--- src/rtl/life_readout_if.sv ---
// rtl/life_readout_if.sv - beat stream carrying one life cell per transfer
interface life_readout_if #(
  parameter int COLS = 4,
  parameter int ROWS = 4
);
  localparam int RW = (ROWS > 1) ? $clog2(ROWS) : 1;
  localparam int CW = (COLS > 1) ? $clog2(COLS) : 1;

  logic          out_valid;
  logic          out_ready;
  logic          out_bit;
  logic [RW-1:0] out_row;
  logic [CW-1:0] out_col;
  logic          out_last;

  modport master (
    output out_valid, out_bit, out_row, out_col, out_last,
    input  out_ready
  );

  modport slave (
    input  out_valid, out_bit, out_row, out_col, out_last,
    output out_ready
  );
endinterface

--- src/rtl/life_readout.sv ---
// rtl/life_readout.sv - snapshots the life array and streams it out in raster order
module life_readout #(
  parameter int COLS = 4,
  parameter int ROWS = 4
) (
  input  logic                 clk,
  input  logic                 reset,
  input  logic [COLS*ROWS-1:0] alive_flat,
  input  logic                 start,
  life_readout_if.master       out,
  output logic                 busy,
  output logic                 frame_done
);
  localparam int N  = COLS * ROWS;
  localparam int RW = (ROWS > 1) ? $clog2(ROWS) : 1;
  localparam int CW = (COLS > 1) ? $clog2(COLS) : 1;
  localparam int IW = (N > 1) ? $clog2(N) : 1;

  typedef enum logic [1:0] {IDLE, CAPTURE, SEND} state_t;

  state_t        state_q;
  logic [N-1:0]  shadow_q;
  logic [RW-1:0] row_q, row_d;
  logic [CW-1:0] col_q, col_d;
  logic          valid_q, last_q, last_d, busy_q, done_q;
  logic [IW-1:0] idx;
  logic          accept;

  assign accept = valid_q & out.out_ready;

  // Position of the beat that follows the current one in row-major order.
  always_comb begin
    row_d = row_q;
    col_d = col_q;
    if (col_q == CW'(COLS - 1)) begin
      col_d = '0;
      row_d = row_q + 1'b1;
    end else begin
      col_d = col_q + 1'b1;
    end
    last_d = (row_d == RW'(ROWS - 1)) && (col_d == CW'(COLS - 1));
    idx    = IW'(col_q) * IW'(ROWS) + IW'(row_q);
  end

  always_ff @(posedge clk) begin
    if (reset) begin
      state_q  <= IDLE;
      shadow_q <= '0;
      row_q    <= '0;
      col_q    <= '0;
      valid_q  <= 1'b0;
      last_q   <= 1'b0;
      busy_q   <= 1'b0;
      done_q   <= 1'b0;
    end else begin
      done_q <= 1'b0;
      case (state_q)
        IDLE: begin
          if (start) begin
            state_q <= CAPTURE;
            busy_q  <= 1'b1;
          end
        end
        CAPTURE: begin
          shadow_q <= alive_flat;
          row_q    <= '0;
          col_q    <= '0;
          valid_q  <= 1'b1;
          last_q   <= (N == 1);
          state_q  <= SEND;
        end
        SEND: begin
          if (accept) begin
            if (last_q) begin
              state_q <= IDLE;
              valid_q <= 1'b0;
              last_q  <= 1'b0;
              busy_q  <= 1'b0;
              done_q  <= 1'b1;
              row_q   <= '0;
              col_q   <= '0;
            end else begin
              row_q  <= row_d;
              col_q  <= col_d;
              last_q <= last_d;
            end
          end
        end
        default: state_q <= IDLE;
      endcase
    end
  end

  // Gate with valid so stale shadow contents never show outside a frame.
  assign out.out_valid = valid_q;
  assign out.out_bit   = valid_q & shadow_q[idx];
  assign out.out_row   = row_q;
  assign out.out_col   = col_q;
  assign out.out_last  = last_q;
  assign busy          = busy_q;
  assign frame_done    = done_q;
endmodule

--- src/flat_wrapper.sv ---
// flat-port wrapper written by rule: the top's interface ports become plain ports
module life_readout_flat 
#(
  parameter int COLS = 4,
  parameter int ROWS = 4
)
  (clk, reset, alive_flat, start, busy, frame_done, out_out_valid, out_out_bit, out_out_row, out_out_col, out_out_last, out_out_ready);
  life_readout_if #(.COLS(COLS), .ROWS(ROWS)) out_i ();
  input  logic clk;
  input  logic reset;
  input  logic [COLS*ROWS-1:0] alive_flat;
  input  logic start;
  output logic busy;
  output logic frame_done;
  output wire logic [$bits(out_i.out_valid)-1:0] out_out_valid;
  output wire logic [$bits(out_i.out_bit)-1:0] out_out_bit;
  output wire logic [$bits(out_i.out_row)-1:0] out_out_row;
  output wire logic [$bits(out_i.out_col)-1:0] out_out_col;
  output wire logic [$bits(out_i.out_last)-1:0] out_out_last;
  input wire logic [$bits(out_i.out_ready)-1:0] out_out_ready;
  assign out_out_valid = out_i.out_valid;
  assign out_out_bit = out_i.out_bit;
  assign out_out_row = out_i.out_row;
  assign out_out_col = out_i.out_col;
  assign out_out_last = out_i.out_last;
  assign out_i.out_ready = out_out_ready;
  life_readout #(.COLS(COLS), .ROWS(ROWS)) u_core (.clk(clk), .reset(reset), .alive_flat(alive_flat), .start(start), .out(out_i), .busy(busy), .frame_done(frame_done));
endmodule
--- config.mk ---
export PLATFORM = sky130hd
export DESIGN_NAME = life_readout_flat
export DESIGN_NICKNAME = d
export VERILOG_FILES = /design/src/rtl/life_readout_if.sv /design/src/rtl/life_readout.sv /design/src/flat_wrapper.sv
export SDC_FILE = /design/constraint.sdc
export NUM_CORES = 1
export LEC_CHECK = 0
export BUFFER_PORTS_ARGS = -buffer_cell sky130_fd_sc_hd__buf_2
export CAP_MARGIN = 20
export CORE_MARGIN = 3
export CORE_UTILIZATION = 37
export CTS_CLUSTER_DIAMETER = 60
export DETAILED_ROUTE_END_ITERATION = 8
export PLACE_DENSITY_LB_ADDON = 0.05
export SYNTH_ARGS = -nofsm -noshare
export SYNTH_HDL_FRONTEND = slang
export SYNTH_SLANG_ARGS = --single-unit
--- constraint.sdc ---
create_clock -name clk -period 1.9 [get_ports clk]
set_input_delay 0.19 -clock clk [delete_from_list [all_inputs] [get_ports clk]]
set_output_delay 0.19 -clock clk [all_outputs]
set_load 0.02 [all_outputs]
==> results.md <==
Worst setup path:
- The slowest stage cell on the critical path is sky130_fd_sc_hd__mux4_2.
- For the worst setup path, the data required time is 1.71 ns.
- Tracing the worst setup path back leads to its startpoint at u_core.out.out_row[0].
- By startpoint and endpoint, the worst setup path is classified as reg -> out.
- The cell family with the largest share of critical-path delay is multiplexers.
- The worst register-to-register path begins at u_core.state_q[0].
- The type of destination of the critical path is an output port.
- The data arrival time of the critical path is 1.74 ns.
- On the worst path, the slowest cell contributes a delay of 0.50 ns.
- The element type at the critical path start is a flip-flop.
- The maximum net fanout on the critical path is 3.
- Counting both buffers and inverters, the worst setup path holds a total of 1.
- The signal on the critical path passes through mux4_2 > nor2_1 > a311oi_1 > a31o_1 > buf_6.

Clock network:
- In this run the clock root is driven by a sky130_fd_sc_hd__clkbuf_4.
- The post-CTS clock slew at the launch and capture registers of the worst setup and hold paths is 0.15 ns.
- Counting every sink on the clock net gives 26.
- The CTS H-tree depth is 1.
- The clock latency at the later pin of the worst-skew pair is 0.33 ns.
- The number of buffers created by CTS is 3.
- TritonCTS built the clock tree.
- The number of buffers between clock root and the deepest sink is 2.
- Buffers inserted to repair hold after CTS numbered 0.

Finish:
- The repair_antennas step left the layout with diodes totalling 0.
- The total number of nets in the final design is 178.
- The number of fill cells in the layout is 308.
- The proportion of layout cells with a drive suffix above 1 is 30.3%.
- Compared with the post-synthesis result, the final layout area differs by 20.1%.

Die:
- Measured along the y axis, the die boundary spans 63.7 microns.
- The starting density of the core is 39.4%.
- For this design the top-level I/O count stands at 29.
- The floorplan core area is 3130 sq um.
- Measured along the x axis, the die boundary spans 63.7 microns.
- The die covers 4060 sq um.
- Row generation in the floorplan step produced 20 rows.

Hold path:
- In this run the most critical hold path is launched from alive_flat[15].
- The min-delay analysis places its worst path in the category in -> reg.

Synth:
- In this run the mean area of a mapped cell was 9.95 sq um.
- Of the synthesized area, sequential elements account for 42.2%.
- The synthesized net count is 149.
- The gate count of the mapped netlist is 124.
- The register bit total from synthesis is 26.
- After synthesis the cells add up to 1230 sq um.
- Synthesis instantiated 33 different standard cells from the library.
- The count of yosys warnings during synthesis is 0.

Job:
- The max-cap violation count is 0.

Global route:
- The remaining global-route overflow is 0.
- The first-pass GRT wire length is 4490 microns.
- Entering global routing, the biggest net connects 28 pins.
- The initial antenna violation count is 0.
- The number of global-route vias before repair came to 976.
- Global routing used 13.9% of the available tracks across all layers.

Run status:
- The run finished, with violations left.
- The checks that failed: setup timing.

Routing:
- The final routed wire length divided by cell count is 13.4 microns.
- The detailed-route wire length is 2620 microns.
- After detailed routing, the number of remaining DRC violations is 0.
- The first-pass iteration count of the detailed router is 4.
- For this block, the initial DRC count from the detailed router was 59.
- The detail route stage leaves a number of antenna-violating nets equal to 0.
- Using the TritonRoute via totals, the vias-per-cell ratio works out to 4.98.
- The routed layout has 977 vias.

STA:
- The relative slew slack is 68.9%.
- The count of pins over their slew limit is 0.
- The highest attainable clock frequency is 517 MHz.
- The part of the cycle the worst path needs is 102%.
- The clock skew is 0.0151 ns.
- Subtracting the final worst setup slack from the clock period gives 1.93 ns.
- Setup repair after global routing could not meet its margin everywhere.
- The actual slew at the worst max-slew pin is 0.467 ns.
- The final worst slack is -0.0347 ns.
- The number of hold violations in the final report came to 0.
- The tightest hold path in the finished design has a slack of 0.0845 ns.
- Setup violations remaining at the end of the flow were counted as 1.

Power:
- The total power per unit cell area is 1010 nW/um^2.
- The cell leakage power is 0.630 nW.
- The worst vdd rail ir drop is 0.000517 V.

Placement:
- The worst setup slack before clock tree synthesis is 0.137 ns.
- The quantity of I/O buffers inserted on ports is 28.
- The placer congestion estimate is 0.880.
- Detailed placement finished with a half-perimeter wire length of 1870 microns.
[worst min-delay path: stages]
cell and delay, ns:
sky130_fd_sc_hd__buf_2 0.08, sky130_fd_sc_hd__mux2i_1 0.06, sky130_fd_sc_hd__nor2_1 0.07
[Yosys cell counts]
cell | count | area share [%]
sky130_fd_sc_hd__buf_2 | 3 | 1.2
sky130_fd_sc_hd__nor2b_1 | 5 | 2.5
sky130_fd_sc_hd__buf_4 | 1 | 0.61
sky130_fd_sc_hd__clkbuf_1 | 3 | 0.91
sky130_fd_sc_hd__nand2b_1 | 1 | 0.51
sky130_fd_sc_hd__xor2_1 | 1 | 0.71
sky130_fd_sc_hd__nand4b_2 | 1 | 1.2
sky130_fd_sc_hd__mux4_2 | 2 | 3.7
sky130_fd_sc_hd__nand3b_1 | 1 | 0.61
sky130_fd_sc_hd__nand2_1 | 2 | 0.61
sky130_fd_sc_hd__a311oi_1 | 1 | 0.71
sky130_fd_sc_hd__nor4bb_1 | 1 | 0.81
sky130_fd_sc_hd__a21oi_2 | 1 | 0.71
sky130_fd_sc_hd__a31o_1 | 1 | 0.71
sky130_fd_sc_hd__nand3_1 | 2 | 0.81
sky130_fd_sc_hd__dfxtp_1 | 26 | 42
sky130_fd_sc_hd__a2111oi_2 | 1 | 1.2
sky130_fd_sc_hd__mux2_4 | 1 | 1.2
sky130_fd_sc_hd__nand4b_1 | 1 | 0.71
sky130_fd_sc_hd__nor2_1 | 25 | 7.6
sky130_fd_sc_hd__a2111oi_0 | 1 | 0.71
sky130_fd_sc_hd__o21ai_0 | 1 | 0.41
sky130_fd_sc_hd__nor4b_2 | 1 | 1.2
sky130_fd_sc_hd__or3b_1 | 1 | 0.71
sky130_fd_sc_hd__or3_1 | 1 | 0.51
sky130_fd_sc_hd__mux2i_1 | 19 | 15
sky130_fd_sc_hd__a21oi_1 | 7 | 2.8
sky130_fd_sc_hd__ha_1 | 5 | 5.1
sky130_fd_sc_hd__inv_1 | 3 | 0.91
sky130_fd_sc_hd__a211oi_1 | 1 | 0.61
sky130_fd_sc_hd__a31oi_1 | 1 | 0.51
sky130_fd_sc_hd__o21ai_1 | 2 | 0.81
sky130_fd_sc_hd__o22ai_2 | 1 | 1.0
[cells in the final DEF (no fill, tap or decap), types with 2 or more instances in the layout]
| master | netlist | final |
|---|---|---|
| sky130_fd_sc_hd__ha_1 | 5 | 5 |
| sky130_fd_sc_hd__buf_2 | 3 | 27 |
| sky130_fd_sc_hd__nor2_1 | 25 | 25 |
| sky130_fd_sc_hd__inv_1 | 3 | 3 |
| sky130_fd_sc_hd__clkbuf_4 | 0 | 3 |
| sky130_fd_sc_hd__nand3_1 | 2 | 2 |
| sky130_fd_sc_hd__mux2i_1 | 19 | 19 |
| sky130_fd_sc_hd__a21oi_1 | 7 | 7 |
| sky130_fd_sc_hd__a2111oi_2 | 1 | 2 |
| sky130_fd_sc_hd__dfxtp_4 | 0 | 2 |
| sky130_fd_sc_hd__nor2b_1 | 5 | 5 |
| sky130_fd_sc_hd__mux4_2 | 2 | 2 |
| sky130_fd_sc_hd__dfxtp_1 | 26 | 24 |
| sky130_fd_sc_hd__o21ai_1 | 2 | 2 |
| sky130_fd_sc_hd__buf_4 | 1 | 2 |
| sky130_fd_sc_hd__nand2_1 | 2 | 2 |
[layer usage]
| metal | wire length, microns | track usage, % | vias to the layer above | part of all wire [%] |
|---|---|---|---|---|
| met1 | 1160 | 17.6 | 446 | 44 |
| met3 | 154 | 4.57 | 6 | 5.9 |
| met5 | 0 | 0 | - | 0 |
| met2 | 1260 | 22.6 | 30 | 48 |
| li1 | - | - | 495 | - |
| met4 | 44 | 4.31 | 0 | 1.7 |
[area by class of cell]
cell class | instances | area [sq um] | share of cell area (%)
multi-input combinational | 88 | 674 | 45.5
sequential | 26 | 528 | 35.6
timing repair buffer | 31 | 176 | 11.9
tap | 44 | 55.1 | 3.72
clock buffer | 4 | 36.3 | 2.45
inverter | 3 | 11.3 | 0.760
[kinds of logic after synthesis]
kind of cell,after synthesis,synth area share (%)
simple gates,42,17.9
buf+inv,10,3.65
fa+ha+maj,5,5.07
xor+xnor,1,0.710
flops,26,42.2
compound gates,18,10.2
mux,22,20.3
[registers in the layout, indices dropped and copies added (netlist names)]
signal / count
u_core.out.out_valid: 1
u_core.shadow_q: 16
u_core.busy: 1
u_core.out.out_row: 2
u_core.frame_done: 1
u_core.state_q: 2
u_core.out.out_col: 2
u_core.out.out_last: 1
[what timing repair did]
action,4_1_cts,5_1_grt
pin swaps,3,3
buffers inserted,0,0
cloned,0,0
setup endpoints to repair,1,1
resized for setup,9,1
[per-stage QoR]
stage	utilization (%)	TNS (ns)	instance area (sq um)	power [mW]	cells
global placement	45.3	0	1420	1.22	192
floorplan	-	0	1230	1.10	124
CTS	47.3	-0.0646	1480	1.51	196
detailed placement	45.3	0	1420	1.22	192
global route	47.4	-0.117	1480	1.60	196
finish	47.4	-0.0347	1480	1.50	196
[worst paths after layout]
path / to / slack, ns / cells past startpoint
worst max-delay path: out_out_bit / -0.03 / 5
worst min register to register: u_core.shadow_q[7] / 0.51 / 2
worst min-delay path: u_core.shadow_q[15] / 0.08 / 3
worst max register to register: u_core.out.out_row[0] / 0.19 / 5
[where the power goes]
group          switching (mW)  total (mW)  leakage [nW]  internal (mW)
Combinational           0.259       0.501         0.395          0.241
Sequential             0.0717       0.709         0.214          0.638
Clock                   0.170       0.287        0.0210          0.117
Note: power is estimated with default switching activity, not from simulation.
